[config.mk]
export PLATFORM = sky130hd
export DESIGN_NAME = data_mem_arbiter
export DESIGN_NICKNAME = d
export VERILOG_FILES = /design/src/rtl/data_mem_arbiter.sv
export SDC_FILE = /design/constraint.sdc
export NUM_CORES = 1
export LEC_CHECK = 0
export ABC_AREA = 0
export CAP_MARGIN = 20
export CORE_AREA = 2 2 86 88
export CTS_BUF_LIST = sky130_fd_sc_hd__clkbuf_4
export DETAILED_ROUTE_END_ITERATION = 7
export DIE_AREA = 0 0 88 90
export DONT_BUFFER_PORTS = 1
export GPL_TIMING_DRIVEN = 0
export HOLD_SLACK_MARGIN = 0.08
export PLACE_DENSITY = 0.73
export SETUP_SLACK_MARGIN = 0.3
export SLEW_MARGIN = 0
export SYNTH_ARGS = -nofsm -noshare
export SYNTH_HDL_FRONTEND = slang
export SYNTH_SLANG_ARGS = --single-unit
[constraint.sdc]
create_clock -name CLK -period 2.6 [get_ports CLK]
set_clock_uncertainty 0.2 [all_clocks]
set_input_delay 0.78 -clock CLK [delete_from_list [all_inputs] [get_ports CLK]]
set_output_delay 0.78 -clock CLK [all_outputs]
set_load 0.05 [all_outputs]
[src/rtl/data_mem_arbiter.sv]
// Arbiter and sequencer for the single-ported data memory, shared between the CPU
// data port and a debug/loader port. CPU has priority; a starvation counter bounds debug latency.
module data_mem_arbiter #(
    parameter int DataWidth   = 16,
    parameter int AddrWidth   = 16,
    parameter int WaitStates  = 2,
    parameter int StarveLimit = 4
) (
    input  logic                 CLK,
    input  logic                 RST,
    input  logic                 MemRead,
    input  logic                 MemWrite,
    input  logic [AddrWidth-1:0] MemAddr,
    input  logic [DataWidth-1:0] MemData,
    output logic [DataWidth-1:0] MemOutput,
    output logic                 MemStall,
    input  logic                 dbg_req,
    input  logic                 dbg_we,
    input  logic [AddrWidth-1:0] dbg_addr,
    input  logic [DataWidth-1:0] dbg_wdata,
    output logic [DataWidth-1:0] dbg_rdata,
    output logic                 dbg_ack,
    output logic                 mem_en,
    output logic                 mem_we,
    output logic [AddrWidth-1:0] mem_addr,
    output logic [DataWidth-1:0] mem_wdata,
    input  logic [DataWidth-1:0] mem_rdata
);

    localparam logic [3:0] WaitLoad   = 4'(WaitStates);
    localparam logic [3:0] StarveSat  = 4'(StarveLimit);

    typedef enum logic [1:0] {IDLE, ISSUE, WAIT, DONE} state_t;

    state_t     state;
    logic       ownerDbg;
    logic       isWrite;
    logic [3:0] waitCnt;
    logic [3:0] starveCnt;
    logic       cpuReq;
    logic       dbgWins;

    assign cpuReq  = MemRead | MemWrite;
    // Debug only overrides a requesting CPU once it has lost StarveLimit times in a row.
    assign dbgWins = dbg_req & (~cpuReq | (starveCnt == StarveSat));

    assign MemStall = cpuReq & ~((state == DONE) & ~ownerDbg);

    always_ff @(posedge CLK or negedge RST) begin
        if (!RST) begin
            state     <= IDLE;
            ownerDbg  <= 1'b0;
            isWrite   <= 1'b0;
            waitCnt   <= 4'd0;
            starveCnt <= 4'd0;
            mem_en    <= 1'b0;
            mem_we    <= 1'b0;
            mem_addr  <= '0;
            mem_wdata <= '0;
            MemOutput <= '0;
            dbg_rdata <= '0;
            dbg_ack   <= 1'b0;
        end else begin
            mem_en  <= 1'b0;
            mem_we  <= 1'b0;
            dbg_ack <= 1'b0;
            case (state)
                IDLE: begin
                    if (cpuReq | dbg_req) begin
                        state    <= ISSUE;
                        ownerDbg <= dbgWins;
                        mem_en   <= 1'b1;
                        if (dbgWins) begin
                            isWrite   <= dbg_we;
                            mem_we    <= dbg_we;
                            mem_addr  <= dbg_addr;
                            mem_wdata <= dbg_wdata;
                            starveCnt <= 4'd0;
                        end else begin
                            // A simultaneous write+read from the CPU is a write.
                            isWrite   <= MemWrite;
                            mem_we    <= MemWrite;
                            mem_addr  <= MemAddr;
                            mem_wdata <= MemData;
                            if (dbg_req && (starveCnt != StarveSat)) begin
                                starveCnt <= starveCnt + 4'd1;
                            end
                        end
                    end
                end
                ISSUE: begin
                    if (isWrite) begin
                        state   <= DONE;
                        dbg_ack <= ownerDbg;
                    end else begin
                        state   <= WAIT;
                        waitCnt <= WaitLoad;
                    end
                end
                WAIT: begin
                    if (waitCnt == 4'd1) begin
                        state   <= DONE;
                        dbg_ack <= ownerDbg;
                        if (ownerDbg) begin
                            dbg_rdata <= mem_rdata;
                        end else begin
                            MemOutput <= mem_rdata;
                        end
                    end else begin
                        waitCnt <= waitCnt - 4'd1;
                    end
                end
                DONE: begin
                    state <= IDLE;
                end
                default: begin
                    state <= IDLE;
                end
            endcase
        end
    end

endmodule
==> results_dict.tcl <==
set metrics [dict create \
    run_status "finished with violations" \
    violations "hold timing" \
    hold_class "input port to async pin" \
    worstPathArrival_ns 1.36 \
    gp_congestion 0.829 \
    synthFlopType "dfrtp_1" \
    setup_ws_ns 0.261 \
    num_rows 31 \
    required_ns 1.62 \
    worstSetupPathType "register to output pin" \
    nets 461 \
    core_um2 7020 \
    fin_crit_ns 2.34 \
    end_kind "output pin" \
    grt_pass1_vias 2889 \
    async_flop_share 1.00 \
    drcViolationCount 0 \
    rsz0062_at_grt "true" \
    hold_violations 79 \
    synth.distinct_cells 45 \
    grt_antenna_before_repair 0 \
    dr.pass1.iters 4 \
    grt_usage 0.223 \
    die_area_um2 7920 \
    syn_area_um2 3760 \
    synth.net_count 448 \
    place_ws_ns 0.308 \
    die-height_um 90 \
    die_w_um 88 \
    ir_worst_vdd_v 0.000647 \
    max_freq_ghz 0.428 \
    maxSlewViolCount 0 \
    synth_warnings 0 \
    placed_cells_incl_taps 452 \
    multi_input_area_um2 1630 \
    layout-drive-gt1-share 0.210 \
    grt_max_degree 80 \
    ioPinCount 154 \
    yosysTopAreaCell "dfrtp_1" \
    p_leak_nw 1.74 \
    grt_pass1_wl_mm 13.9 \
    port-buffer-count 0 \
    vias_per_cell 5.94 \
    yosysSeqAreaShare 0.525 \
    whs_ns -0.177 \
    antenna_left 0 \
    cts.clk_slew.worst_paths_ns 0.15 \
    post-route-period-util 0.899 \
    syn_to_final_growth_pct 8.74 \
    stdcell_count 470 \
    worstPathMaxFanout 2 \
    cts_buffers 9 \
    drv_cap 0 \
    cts-htree-levels 3 \
    tns_ns 0 \
    routedWlPerCell_um 18.5 \
    final-setup-viol-count 0 \
    start_util 0.536 \
    cts_num_sinks 79 \
    ys_ff_latch 79 \
    synth_area_leaders "dfrtp_1, mux2_2, a31oi_1" \
    grt.overflow.total 0 \
    clkLatencyLatePin_ns 0.42 \
    worst_slew_pin_slew_ns 0.543 \
    drt_iter0_markers 184 \
    cts_root_buf "clkbuf_4" \
    p_per_area_nw_per_um2 1590 \
    ff_latch_area_um2 1980 \
    antenna_cells 0 \
    start_kind "register" \
    cts_tree "done" \
    num_vias 2792 \
    yosysTopAreaCellShare 0.525 \
    synth_edf_count 0 \
    syn_avg_cell_area_um2 10.7 \
    hpwl_mm 6.36 \
    max_slew_margin 0.638 \
    synth_cells 353 \
    layout_common_cells "dfrtp_1, nor2_1, nand3_1" \
    nFillCells 609 \
    layout.cells.most_common "dfrtp_1" \
    drt-total-wl_mm 8.71 \
    clockBufferDepth 2 \
]
==> where the power goes <==
part | total (mW) | internal, mW | leakage (nW) | switching, mW
combinational | 1.54 | 0.760 | 0.746 | 0.778
sequential | 4.09 | 1.79 | 0.907 | 2.30
clock | 0.867 | 0.403 | 0.0851 | 0.465
total | 6.50 | 2.95 | 1.74 | 3.54
==> cells by family after synthesis <==
logic type / synth area share
AND/OR/NAND/NOR: 0.152
AO/OA/AOI/OAI: 0.138
flip-flops: 0.525
multiplexers: 0.109
buffers and inverters: 0.0465
adder cells (fa/ha/maj): 0.0299
==> final cells by class <==
class,count,share of cell area
well taps,99,0.0303
clock buffers,9,0.0165
multi-input cells,239,0.398
repair buffers,2,0.00367
clock inverters,7,0.0254
inverters,9,0.00825
plain buffers,26,0.0348
flip-flops and latches,79,0.483
==> flip-flops by register name, indices dropped and copies added, names as in the netlist <==
register   cells
MemOutput     16
dbg_ack        1
dbg_rdata     16
isWrite        1
mem_addr      16
mem_en         1
mem_wdata     16
mem_we         1
ownerDbg       1
starveCnt      4
state          2
waitCnt        4
==> per-layer routing <==
metal | track usage | vias up | wire (µm)
met1 | 0.267 | 1347 | 3480
met3 | 0.0744 | 15 | 823
met2 | 0.371 | 122 | 4260
met4 | 0.0808 | 0 | 149
met5 | 0 | - | 0
li1 | - | 1308 | -
==> stage by stage <==
step	hold slack, ns	instance area, µm²	power [mW]	utilization
after floorplan	0.284	3770	5.23	-
after global placement	0.286	3890	5.55	0.554
after detailed placement	0.286	3890	5.64	0.554
after CTS	-0.191	4090	6.52	0.582
after global routing	-0.227	4090	6.89	0.583
final	-0.177	4090	6.50	0.583
==> cell usage after synthesis (2+ instances only) <==
| master | n |
|---|---|
| a31oi_1 | 34 |
| and3b_1 | 2 |
| dfrtp_1 | 79 |
| buf_6 | 4 |
| or3b_1 | 2 |
| ha_1 | 9 |
| nand3_1 | 35 |
| o211ai_1 | 2 |
| nor3b_1 | 2 |
| a21oi_1 | 5 |
| o21ai_1 | 5 |
| o21ai_0 | 32 |
| nand2_1 | 9 |
| clkbuf_1 | 13 |
| nor3_1 | 4 |
| mux2_2 | 31 |
| mux2i_1 | 3 |
| or2_2 | 2 |
| inv_1 | 9 |
| nor2_1 | 37 |
| buf_2 | 8 |
| nor4b_1 | 2 |
| mux2_4 | 2 |
==> critical path, stage by stage (launching register included) <==
cell,delay (ns)
dfrtp_1,0.41
ha_2,0.20
a21oi_4,0.34
==> timing repair <==
action / in CTS / in global routing
resized for setup: 2 / 4
pin swaps: 2 / 2
endpoints found under the hold margin: 79 / 79
setup endpoints to repair: 1 / 35
setup buffers: 2 / 0
==> worst paths after layout <==
kind,start,to,slack (ns),depth (start not counted)
max,state[0]$_DFFE_PN0P_,MemStall,0.26,2
max reg2reg,waitCnt[1]$_DFFE_PN0P_,MemOutput[1]$_DFFE_PN0P_,0.47,7
min,RST,MemOutput[8]$_DFFE_PN0P_,-0.18,0
min reg2reg,starveCnt[1]$_DFFE_PN0P_,starveCnt[1]$_DFFE_PN0P_,0.37,2
min in group CLK,MemData[3],mem_wdata[3]$_DFFE_PN0P_,0.29,2
max in group asynchronous,RST,isWrite$_DFFE_PN0P_,2.24,0
Power figures use the tool's default switching activity.
==> patch 1, RTL diff (same flow settings) <==
Re-encode `state_t` (4 states) as one-hot, 4 bits wide.
--- a/src/rtl/data_mem_arbiter.sv
+++ b/src/rtl/data_mem_arbiter.sv
@@ -30,7 +30,7 @@
     localparam logic [3:0] WaitLoad   = 4'(WaitStates);
     localparam logic [3:0] StarveSat  = 4'(StarveLimit);
 
-    typedef enum logic [1:0] {IDLE, ISSUE, WAIT, DONE} state_t;
+    typedef enum logic [3:0] {IDLE = 4'b0001, ISSUE = 4'b0010, WAIT = 4'b0100, DONE = 4'b1000} state_t;
 
     state_t     state;
     logic       ownerDbg;
Function: same outputs for any inputs over 10 cycles, from zero or initial values and one cycle with RST low; not proved beyond that.
==> patch 1 against the original RTL <==
The flow still finishes with violations (negative hold slack). Critical path depth stayed put. Total power fell by 18%. Via count decreased by 8.4%. Worst setup slack worse by 0.025 ns. Synthesized cell count is 5.9% lower. Sequential cell count grew 2. Sequential share of layout area up 3.5 points. Area after synthesis shrank 4.2%. Cell area is 4.3% lower. Wire length fell by 7.8%. Critical path type unchanged. Largest cell class unchanged. Largest power group unchanged. Highest routed layer unchanged.
==> patch 1: results (changes against the original RTL) <==
| Metric | Value |
|---|---|
| Status | `finished, violations left` |
| Violated checks | `negative hold slack` |
| Vias in the first global route | `2,636 (-8.8%)` |
| Synth-to-layout area growth | `8.675% (about the same)` |
| CTS sink cnt | `81 (+2.5%)` |
| Count of plain and timing-repair buffers | `23 (-18%)` |
| Multi-input logic area | `1493 um2 (-8.4%)` |
| Gr usage total | `19.95% (-2.4 points)` |
| DP Area | `3745 um2 (-3.8%)` |
| M1 GR Usage | `23.23% (-3.5 points)` |
| Met1 WL | `3.117 mm (-10%)` |
| Hpwl dp | `5.791 mm (-8.9%)` |
| Nets | `439 (-4.8%)` |
| Sequential fraction of the synthesis area | `56.25% (+3.7 points)` |
| Synth Area in Adders | `1.388% (-1.6 points)` |
| Hold_ws | `-0.1606 ns (+0.01632 ns)` |
| Filler instances | `618 (+1.5%)` |
| 1st-iter DRT viols | `96 (-48%)` |
| Met2 wire len | `3.804 mm (-11%)` |
| CP max stage delay | `0.55 ns (+0.14 ns)` |
| Cells after DPL | `431 (-4.6%)` |
| Post-CTS Setup Repair Bufs | `3 (+1)` |
| Hold Violations, Final | `80 (+1.3%)` |
| Worst slew pin tran | `0.5330 ns (-0.01013 ns)` |
| Post-Syn Nets | `422 (-5.8%)` |
| Synth unique cells | `37 (-18%)` |
| Clock transition at path regs | `0.13 ns (-0.02 ns)` |
| Complex-gate fraction of the synthesized area | `13.05% (-0.75 points)` |
| Met3 wire len | `976 um (+19%)` |
| Fraction of area in multi-input gates | `38.09% (-1.7 points)` |
| Pin count of the biggest net entering global routing | `82 (+2.5%)` |
| Global-route wire length before repair | `12.39 mm (-11%)` |
| RePlAce Congestion | `0.7908 (-4.6%)` |
| Pleak | `0.001825 uW (+5.0%)` |
| GR met2 Demand/Resource | `32.13% (-4.9 points)` |
| Number of non-clock inverters | `7 (-2)` |
[patch 1: changes by cell type after synthesis, moves of 4 or more]
cell,change
o21ai_1,-4
buf_2,-5
ha_1,-5
nor2_1,+4
mux2_2,-19
mux2_4,+18
a31oi_1,-31
o21ai_0,-21
nand3_1,-31
nand2_1,+31
a21oi_1,+62
[patch 1: where the power goes]
part | switching [uW] | internal [uW]
clock network | 420 | 186
logic | 864 | 622
registers | 1530 | 1680
total | 2810 | 2490
[patch 1: final timing paths]
| path | cells after the start | end | startpoint |
|---|---|---|---|
| min | 0 | dbg_rdata[0] | RST |
| max reg2reg | 6 | MemOutput[1] | state[0] |
| min in group CLK | 2 | mem_addr[4] | MemAddr[4] |
| max in group asynchronous | 0 | state[0] | RST |
| min reg2reg | 1 | starveCnt[3] | starveCnt[3] |
| max | 2 | MemStall | state[0] |
==> patch 2, RTL diff (same settings) <==
Without the edit above. The parameter `AddrWidth` goes from 16 to 15.
--- a/src/rtl/data_mem_arbiter.sv
+++ b/src/rtl/data_mem_arbiter.sv
@@ -2,7 +2,7 @@
 // data port and a debug/loader port. CPU has priority; a starvation counter bounds debug latency.
 module data_mem_arbiter #(
     parameter int DataWidth   = 16,
-    parameter int AddrWidth   = 16,
+    parameter int AddrWidth   = 15,
     parameter int WaitStates  = 2,
     parameter int StarveLimit = 4
 ) (
Interface: changed (resized MemAddr, dbg_addr and mem_addr); port bits go from 154 to 151. No check against the original RTL was run, so the function may have changed too.
==> patch 2 against the original RTL <==
Largest power group unchanged. Cell area down 1.9%. Worst setup slack worse by 0.015 ns. Global-route usage rose by 0.30 points. Highest routed layer unchanged. First-iteration DRC count shrank 51%. Sequential cell count fell by 1. Area after synthesis is 1.4% lower. Non-clock buffer count unchanged. Synthesized cell count fell by 1.4%. Core utilization down 1.1 points. Wire length down 1.5%. The flow still finishes with violations (negative hold slack). Total power is 2.4% lower.
==> patch 2: results (changes against the original RTL) <==
| Metric | Value |
|---|---|
| Max stage delay cell, worst path | `dfrtp_1` |
| RR Startpoint | `state[0]` |
| Pre-CTS worst setup slack | `0.3064 ns (-0.001853 ns)` |
| Hold Violations, Final | `78 (-1.3%)` |
| Synthesized area per cell | `10.67 um2 (about the same)` |
| Worst VDD drop | `0.7220 mV (+12%)` |
| Top post-synthesis cells by area | `dfrtp_1, mux2_2, a31oi_1` |
| Vias in the first global route | `2,916 (+0.93%)` |
| PD cells | `1577 nW/um2 (-0.59%)` |
| DR vias/cell | `5.994 (+0.89%)` |
| Filler instances | `640 (+5.1%)` |
| Reg2reg setup slack | `0.47 ns (about the same)` |
| Violated checks | `negative hold slack` |
| Reg2Reg Capture Point | `state[1]` |
| IO Port Bufs | `0 (unchanged)` |
| CTS resizes | `2 (unchanged)` |
| Met3 usage | `9.366% (+1.9 points)` |
| Nets | `454 (-1.5%)` |
| Cells after DPL | `447 (-1.1%)` |
| Sequential fraction of the synthesis area | `52.56% (about the same)` |
| Pin count of the biggest net entering global routing | `79 (-1.3%)` |
| RePlAce Congestion | `0.7751 (-6.5%)` |
| Clock Latency Late Sink | `0.42 ns (about the same)` |
| Post-DR wirelength/cell | `18.46 um (-0.41%)` |
| CP max stage delay | `0.41 ns (about the same)` |
| 1st-iter DRT viols | `91 (-51%)` |
| M1 GR Usage | `26.52% (-0.20 points)` |
| GR met2 Demand/Resource | `35.98% (-1.1 points)` |
| Post-Layout Cell Count | `465 (-1.1%)` |
| Worst rel slew slack | `62.41% (-1.4 points)` |
| Clock Root Buffer | `clkbuf_4` |
| Synth Flop Type | `dfrtp_1` |
| Critical path arrival | `1.37 ns` |
| Share of cells above drive strength 1 | `21.86% (+0.83 points)` |
| Top flop regs | `MemOutput (16), dbg_rdata (16), mem_wdata (16)` |
| Sw Ratio | `55.32% (+0.81 points)` |
| Post-Syn Nets | `441 (-1.6%)` |
| Hold_ws | `-0.1658 ns (+0.01105 ns)` |
| Status | `finished, violations left` |
| Clock group power | `749 uW (-14%)` |
| Gr usage total | `22.65% (+0.30 points)` |
| Synth unique cells | `44 (-2.2%)` |
| Worst-case reg-to-reg path depth | `6 (-1)` |
| Hold Crit Class | `in -> async` |
| Met3 wire len | `1.050 mm (+28%)` |
| Pleak | `0.001714 uW (-1.4%)` |
| Yosys warns | `0 (unchanged)` |
| Met2 wire len | `4.142 mm (-2.8%)` |
| Initial antenna violation count | `0 (unchanged)` |
| Asr flop ratio synth | `100.0% (unchanged)` |
| Global-route wire length before repair | `14.01 mm (+0.90%)` |
| Final setup fails | `0 (unchanged)` |
| Clk buf depth | `2 (unchanged)` |
| Hpwl dp | `6.412 mm (+0.81%)` |
| Post-synth top cells | `dfrtp_1, nor2_1, o21ai_0` |
| Seq power | `4050 uW (-1%)` |
| DP Area | `3841 um2 (-1.3%)` |
| Met1 WL | `3.184 mm (-8.4%)` |
-- patch 2: layout make-up --
cell class | count | area, um2 | area share, %
sequential | 78 | 1953 | 48.61
buffer | 26 | 143.9 | 3.581
clock inverter | 7 | 77.57 | 1.931
tap | 99 | 123.9 | 3.083
multi-input combinational | 235 | 1603 | 39.89
clock buffer | 9 | 67.56 | 1.682
timing repair buffer | 2 | 15.01 | 0.3737
inverter | 9 | 33.78 | 0.8409
-- patch 2: how the worst max path moves through the flow --
stage,slack [ns],startpoint,to
after CTS,0.20,state[0],MemStall
final,0.25,state[0],MemStall
after global routing,0.17,state[0],MemStall
after detailed placement,0.31,dbg_req,mem_addr[2]
after global placement,0.32,MemWrite,MemStall
after floorplan,0.35,MemWrite,MemStall
-- patch 2: cell families after synthesis --
logic type	Yosys count	share of synthesized area, %
buf+inv	35	4.717
flops	78	52.56
simple gates	106	14.99
mux	36	11.02
compound gates	84	13.68
fa+ha+maj	9	3.032
